[config.mk]
export PLATFORM = sky130hd
export DESIGN_NAME = v_query_rsp_buf
export DESIGN_NICKNAME = d
export VERILOG_FILES = /design/src/rtl/v_query_rsp_buf.sv
export SDC_FILE = /design/constraint.sdc
export NUM_CORES = 1
export LEC_CHECK = 0
export CAP_MARGIN = 20
export CORE_MARGIN = 1.5
export CORE_UTILIZATION = 40
export CTS_CLUSTER_DIAMETER = 60
export DETAILED_ROUTE_END_ITERATION = 8
export GPL_TIMING_DRIVEN = 0
export HOLD_SLACK_MARGIN = 0.02
export PLACE_DENSITY = 0.74
export REMOVE_ABC_BUFFERS = 1
export SLEW_MARGIN = 20
export SYNTH_ARGS = -nofsm -noshare
export SYNTH_HDL_FRONTEND = slang
export SYNTH_SLANG_ARGS = --single-unit
export TNS_END_PERCENT = 20
[constraint.sdc]
create_clock -name clk -period 3 [get_ports clk]
set_input_delay 0.6 -clock clk [delete_from_list [all_inputs] [get_ports clk]]
set_output_delay 0.6 -clock clk [all_outputs]
set_load 0.05 [all_outputs]
[src/rtl/v_query_rsp_buf.sv]
// v_query_rsp_buf: accepts client queries, issues them to a one-cycle query
// pipe and buffers the pipe results in a small response FIFO. A reservation
// counter gates new requests so that every issued query already owns a FIFO
// slot, which keeps a compliant pipe from ever overflowing the buffer.

package v_pkg;
    typedef logic [15:0] id_t;
    typedef logic [3:0]  level_t;
    typedef logic [15:0] key_t;
    typedef logic [15:0] volume_t;
    typedef logic [7:0]  listsize_t;

    typedef struct packed {
        key_t      key;
        volume_t   size;
        logic      error;
        listsize_t listsize;
    } rsp_t;
endpackage

module v_query_rsp_buf #(
    parameter int DEPTH = 4
) (
    input  logic               clk,
    input  logic               rst,
    input  logic               i_req_vld,
    input  v_pkg::id_t         i_req_prod_id,
    input  v_pkg::level_t      i_req_level,
    output logic               o_req_rdy,
    output logic               o_lut_vld,
    output v_pkg::id_t         o_lut_prod_id,
    output v_pkg::level_t      o_lut_level,
    input  logic               i_lut_vld_r,
    input  v_pkg::key_t        i_lut_key,
    input  v_pkg::volume_t     i_lut_size,
    input  logic               i_lut_error,
    input  v_pkg::listsize_t   i_lut_listsize,
    output logic               o_rsp_vld,
    output v_pkg::key_t        o_rsp_key,
    output v_pkg::volume_t     o_rsp_size,
    output logic               o_rsp_error,
    output v_pkg::listsize_t   o_rsp_listsize,
    input  logic               i_rsp_rdy,
    output logic [$clog2(DEPTH):0] o_occ,
    output logic               o_overflow_r
);

    localparam int PW = $clog2(DEPTH);
    localparam int OW = PW + 1;
    localparam logic [OW-1:0] DEPTH_C = OW'(DEPTH);

    logic [OW-1:0] resv_q, resv_d;
    logic [OW-1:0] occ_q, occ_d;
    logic [PW-1:0] wr_ptr_q, wr_ptr_d;
    logic [PW-1:0] rd_ptr_q, rd_ptr_d;
    logic          ovf_q, ovf_d;
    logic          ign_q, ign_d;

    v_pkg::rsp_t   mem_q [DEPTH];
    v_pkg::rsp_t   wr_entry;
    v_pkg::rsp_t   head;

    logic accept;
    logic pop;
    logic push;
    logic full;
    logic push_ok;

    // Request handshake, zero-cycle issue to the pipe and FIFO event decode
    always_comb begin
        o_req_rdy     = (resv_q != DEPTH_C);
        accept        = i_req_vld & o_req_rdy & rst;
        o_lut_vld     = accept;
        o_lut_prod_id = i_req_prod_id;
        o_lut_level   = i_req_level;
        o_rsp_vld     = (occ_q != '0);
        pop           = o_rsp_vld & i_rsp_rdy;
        push          = i_lut_vld_r & ~ign_q;
        full          = (occ_q == DEPTH_C);
        push_ok       = push & (~full | pop);
    end

    // Error results carry no meaningful key/size, so they are zeroed on entry
    always_comb begin
        wr_entry.key      = i_lut_error ? '0 : i_lut_key;
        wr_entry.size     = i_lut_error ? '0 : i_lut_size;
        wr_entry.error    = i_lut_error;
        wr_entry.listsize = i_lut_listsize;
    end

    // Next-state for reservations, occupancy, pointers and status flags
    always_comb begin
        resv_d   = resv_q;
        occ_d    = occ_q;
        wr_ptr_d = wr_ptr_q;
        rd_ptr_d = rd_ptr_q;
        ovf_d    = ovf_q;
        ign_d    = 1'b0;

        if (accept && !pop) begin
            resv_d = resv_q + OW'(1);
        end else if (pop && !accept) begin
            resv_d = resv_q - OW'(1);
        end

        if (push_ok && !pop) begin
            occ_d = occ_q + OW'(1);
        end else if (pop && !push_ok) begin
            occ_d = occ_q - OW'(1);
        end

        // DEPTH is a power of two, so the natural pointer wrap is modulo DEPTH
        if (push_ok) begin
            wr_ptr_d = wr_ptr_q + PW'(1);
        end
        if (pop) begin
            rd_ptr_d = rd_ptr_q + PW'(1);
        end

        if (push && full && !pop) begin
            ovf_d = 1'b1;
        end

        // A result arriving right after reset belongs to a pre-reset query
        if (!rst) begin
            resv_d   = '0;
            occ_d    = '0;
            wr_ptr_d = '0;
            rd_ptr_d = '0;
            ovf_d    = 1'b0;
            ign_d    = 1'b1;
        end
    end

    // Control state registers with synchronous active-low reset
    always_ff @(posedge clk) begin
        resv_q   <= resv_d;
        occ_q    <= occ_d;
        wr_ptr_q <= wr_ptr_d;
        rd_ptr_q <= rd_ptr_d;
        ovf_q    <= ovf_d;
        ign_q    <= ign_d;
    end

    // Response storage is written in place and deliberately left unreset
    always_ff @(posedge clk) begin
        if (push_ok && rst) begin
            mem_q[wr_ptr_q] <= wr_entry;
        end
    end

    // Head-of-queue response and status outputs
    always_comb begin
        head           = mem_q[rd_ptr_q];
        o_rsp_key      = head.key;
        o_rsp_size     = head.size;
        o_rsp_error    = head.error;
        o_rsp_listsize = head.listsize;
        o_occ          = occ_q;
        o_overflow_r   = ovf_q;
    end

endmodule

==> flow_metrics.py <==
metrics = {
    "drt": {
        "vias_per_cell": 5.03,
        "drt-initial-drc-count": 212,
        "detail-route-antenna-nets": 0,
        "wire_per_inst_um": 18.3,
        "drt_wl_total_um": 12200,
        "drc": 0,
        "vias": 3337,
        "first_pass_iters": 6,
    },
    "worst_setup_path": {
        "critPathMaxFanout": 10,
        "reg2reg_slack_ns": 0.55,
        "crit_required_ns": 2.40,
        "worstPathArrival_ns": 2.33,
        "crit_type": "primary input to primary output",
        "start_kind": "primary input",
        "endpoint_kind": "primary output",
    },
    "layout": {
        "nets": 501,
        "final_common_cell": "edfxtp_1",
        "utilization_pct": 50.3,
        "area_growth_pct": 23.1,
        "final_cell_mix": "edfxtp_1, clkdlybuf4s50_1, mux4_2",
        "nFillCells": 1389,
        "drive_above_1_share_pct": 19.1,
        "diodes": 0,
    },
    "timing": {
        "period_share_pct": 97.8,
        "finalHoldViolations": 0,
        "finalSetupViolations": 0,
        "max_slew.worst_pin.slew_ns": 0.682,
        "fin_crit_ns": 2.93,
        "relSlewSlack_pct": 54.5,
        "skew_ns": 0.0103,
        "fmax_mhz": 341,
        "finalMaxSlewViolations": 0,
        "timing.hold.ws_ns": 0.475,
    },
    "place": {
        "portBuffers": 93,
        "dp_hpwl_um": 7230,
        "place_congestion": 0.692,
    },
    "cts": {
        "clock_latency_ns": 0.42,
        "cts-root-buf": "clkbuf_16",
        "clk_pin_slew_ns": 0.07,
        "numCtsBuffers": 17,
        "htreeDepth": 4,
        "tritoncts": "done",
        "clock-sinks": 178,
        "postCtsHoldBufs": 0,
        "cts_buffer_depth": 2,
    },
    "power_and_ir_drop": {
        "power_density_nw_per_um2": 853,
        "p_leak_nw": 2.94,
        "vdd_ir_drop_max_uv": 597,
    },
    "die": {
        "initial_core_util_pct": 40.8,
        "die_x_um": 136,
        "die_area_um2": 18400,
        "die_y_um": 136,
        "rows": 48,
        "num_io_pins": 134,
        "coreArea_um2": 17200,
    },
    "yosys": {
        "synthCells": 341,
        "synth_top_area_cell": "edfxtp_1",
        "yosysUniqueCellTypes": 26,
        "synth_warnings": 0,
        "synth_top_area_share_pct": 70.0,
        "ys_seq_area_share_pct": 74.0,
        "ys_seq_elements": 178,
        "avgSynthCellArea_um2": 20.6,
        "synth_area_um2": 7040,
        "yosys-top-cells-area": "edfxtp_1, mux4_2, dfxtp_1, nor2b_1, buf_4",
    },
    "global_route": {
        "grt_overflow": 0,
        "grt_pass1_vias": 3528,
        "gr-usage-all-layers_pct": 14.2,
        "grt_pass1_wl_um": 19000,
        "grt_max_degree": 42,
        "antenna_found_initial": 0,
    },
    "run": {
        "max_cap_violations": 0,
    },
    "worst_hold_path": {
        "hold_path_class": "register to register",
    },
    "status": {
        "run_status": "complete, no violations",
    },
}
[cell families (layout without fill, tap and decap cells)]
family | count (synthesis) | after routing | share of synthesized area [%]
AOI/OAI and AO/OA | 7 | 7 | 0.676
and+or+nand+nor | 56 | 56 | 4.91
DFF | 178 | 178 | 74.0
muxes | 45 | 45 | 13.7
adders and majority gates | 8 | 8 | 1.64
xor gates and xnor gates | 6 | 6 | 0.747
buffers and inverters | 41 | 139 | 4.36
[metal layers]
layer / vias up / track usage, % / share of wire (%)
li1: 1492 / - / -
met1: 1736 / 18.3 / 45
met4: 0 / 4.48 / 0.90
met2: 98 / 22.6 / 49
met3: 11 / 5.16 / 5.6
met5: - / 0 / 0
[path summary, 6_finish.rpt]
check / to / cells after the start / from
worst min register to register: o_overflow_r$_SDFFE_PN0P_ / 2 / o_overflow_r$_SDFFE_PN0P_
worst max register to register: o_occ[2]$_SDFFE_PN0P_ / 8 / o_occ[0]$_SDFFE_PN0P_
worst max-delay path: o_lut_vld / 3 / rst
worst min-delay path: o_overflow_r$_SDFFE_PN0P_ / 2 / o_overflow_r$_SDFFE_PN0P_
[state kept, by name, summed over array words and instances, names as in the netlist, named ones only]
signal	count
ign_q	1
o_overflow_r	1
resv_q	3
o_occ	3
mem_q	164
wr_ptr_q	2
rd_ptr_q	2
[per-stage QoR]
step                instances  area, um2  setup TNS, ns  power (mW)  setup slack [ns]
floorplan                 306       6750          -9.07        4.65            -0.221
global placement          624       7960        -205.57        5.35             -1.58
detailed placement        626       8030        -0.0791        5.38           -0.0791
CTS                       657       8550              0        7.37           0.00238
global route              664       8660        -0.0374        7.69           -0.0119
finish                    664       8660              0        7.39            0.0673
[critical path, stage by stage]
cell and delay [ns]:
clkdlybuf4s50_1 0.67, and3_1 0.25, clkdlybuf4s50_1 0.81
[power breakdown]
group          total [mW]  leakage [nW]  switching (mW)  internal, mW
logic                2.33          1.06            1.37         0.960
registers            2.98          1.62           0.156          2.82
clock network        2.08         0.264           0.872          1.21
total                7.39          2.94            2.40          4.99
[synthesized netlist by cell type]
master,n
and3_1,5
nor3b_4,1
xor2_1,6
buf_4,20
or3_1,3
edfxtp_1,164
dfxtp_1,14
clkbuf_1,5
buf_2,4
buf_1,1
buf_6,1
mux2i_1,4
nor2b_1,32
nor4b_4,1
o31ai_2,1
o21ai_0,2
nand2_1,5
fa_1,2
a21oi_1,2
nor2_1,9
mux4_2,41
ha_1,6
o311ai_1,1
buf_12,4
a31oi_1,1
inv_1,6
[final cells by class]
| cell class | instances | area, um2 | share of cell area (%) |
|---|---|---|---|
| inverter | 6 | 22.5 | 0.260 |
| clock inverter | 12 | 118 | 1.36 |
| sequential | 178 | 5210 | 60.2 |
| tap | 225 | 282 | 3.25 |
| clock buffer | 19 | 433 | 5.00 |
| multi-input combinational | 122 | 1540 | 17.8 |
| timing repair buffer | 102 | 1050 | 12.1 |
[what timing repair did]
item | 4_1_cts | 5_1_grt
endpoints found under the setup margin | 24 | 37
setup buffers | 0 | 7
endpoints found under the hold margin | 0 | 0
pin swaps | 0 | 0
resized for setup | 24 | 12
cloned | 0 | 0
Power figures use the tool's default switching activity.
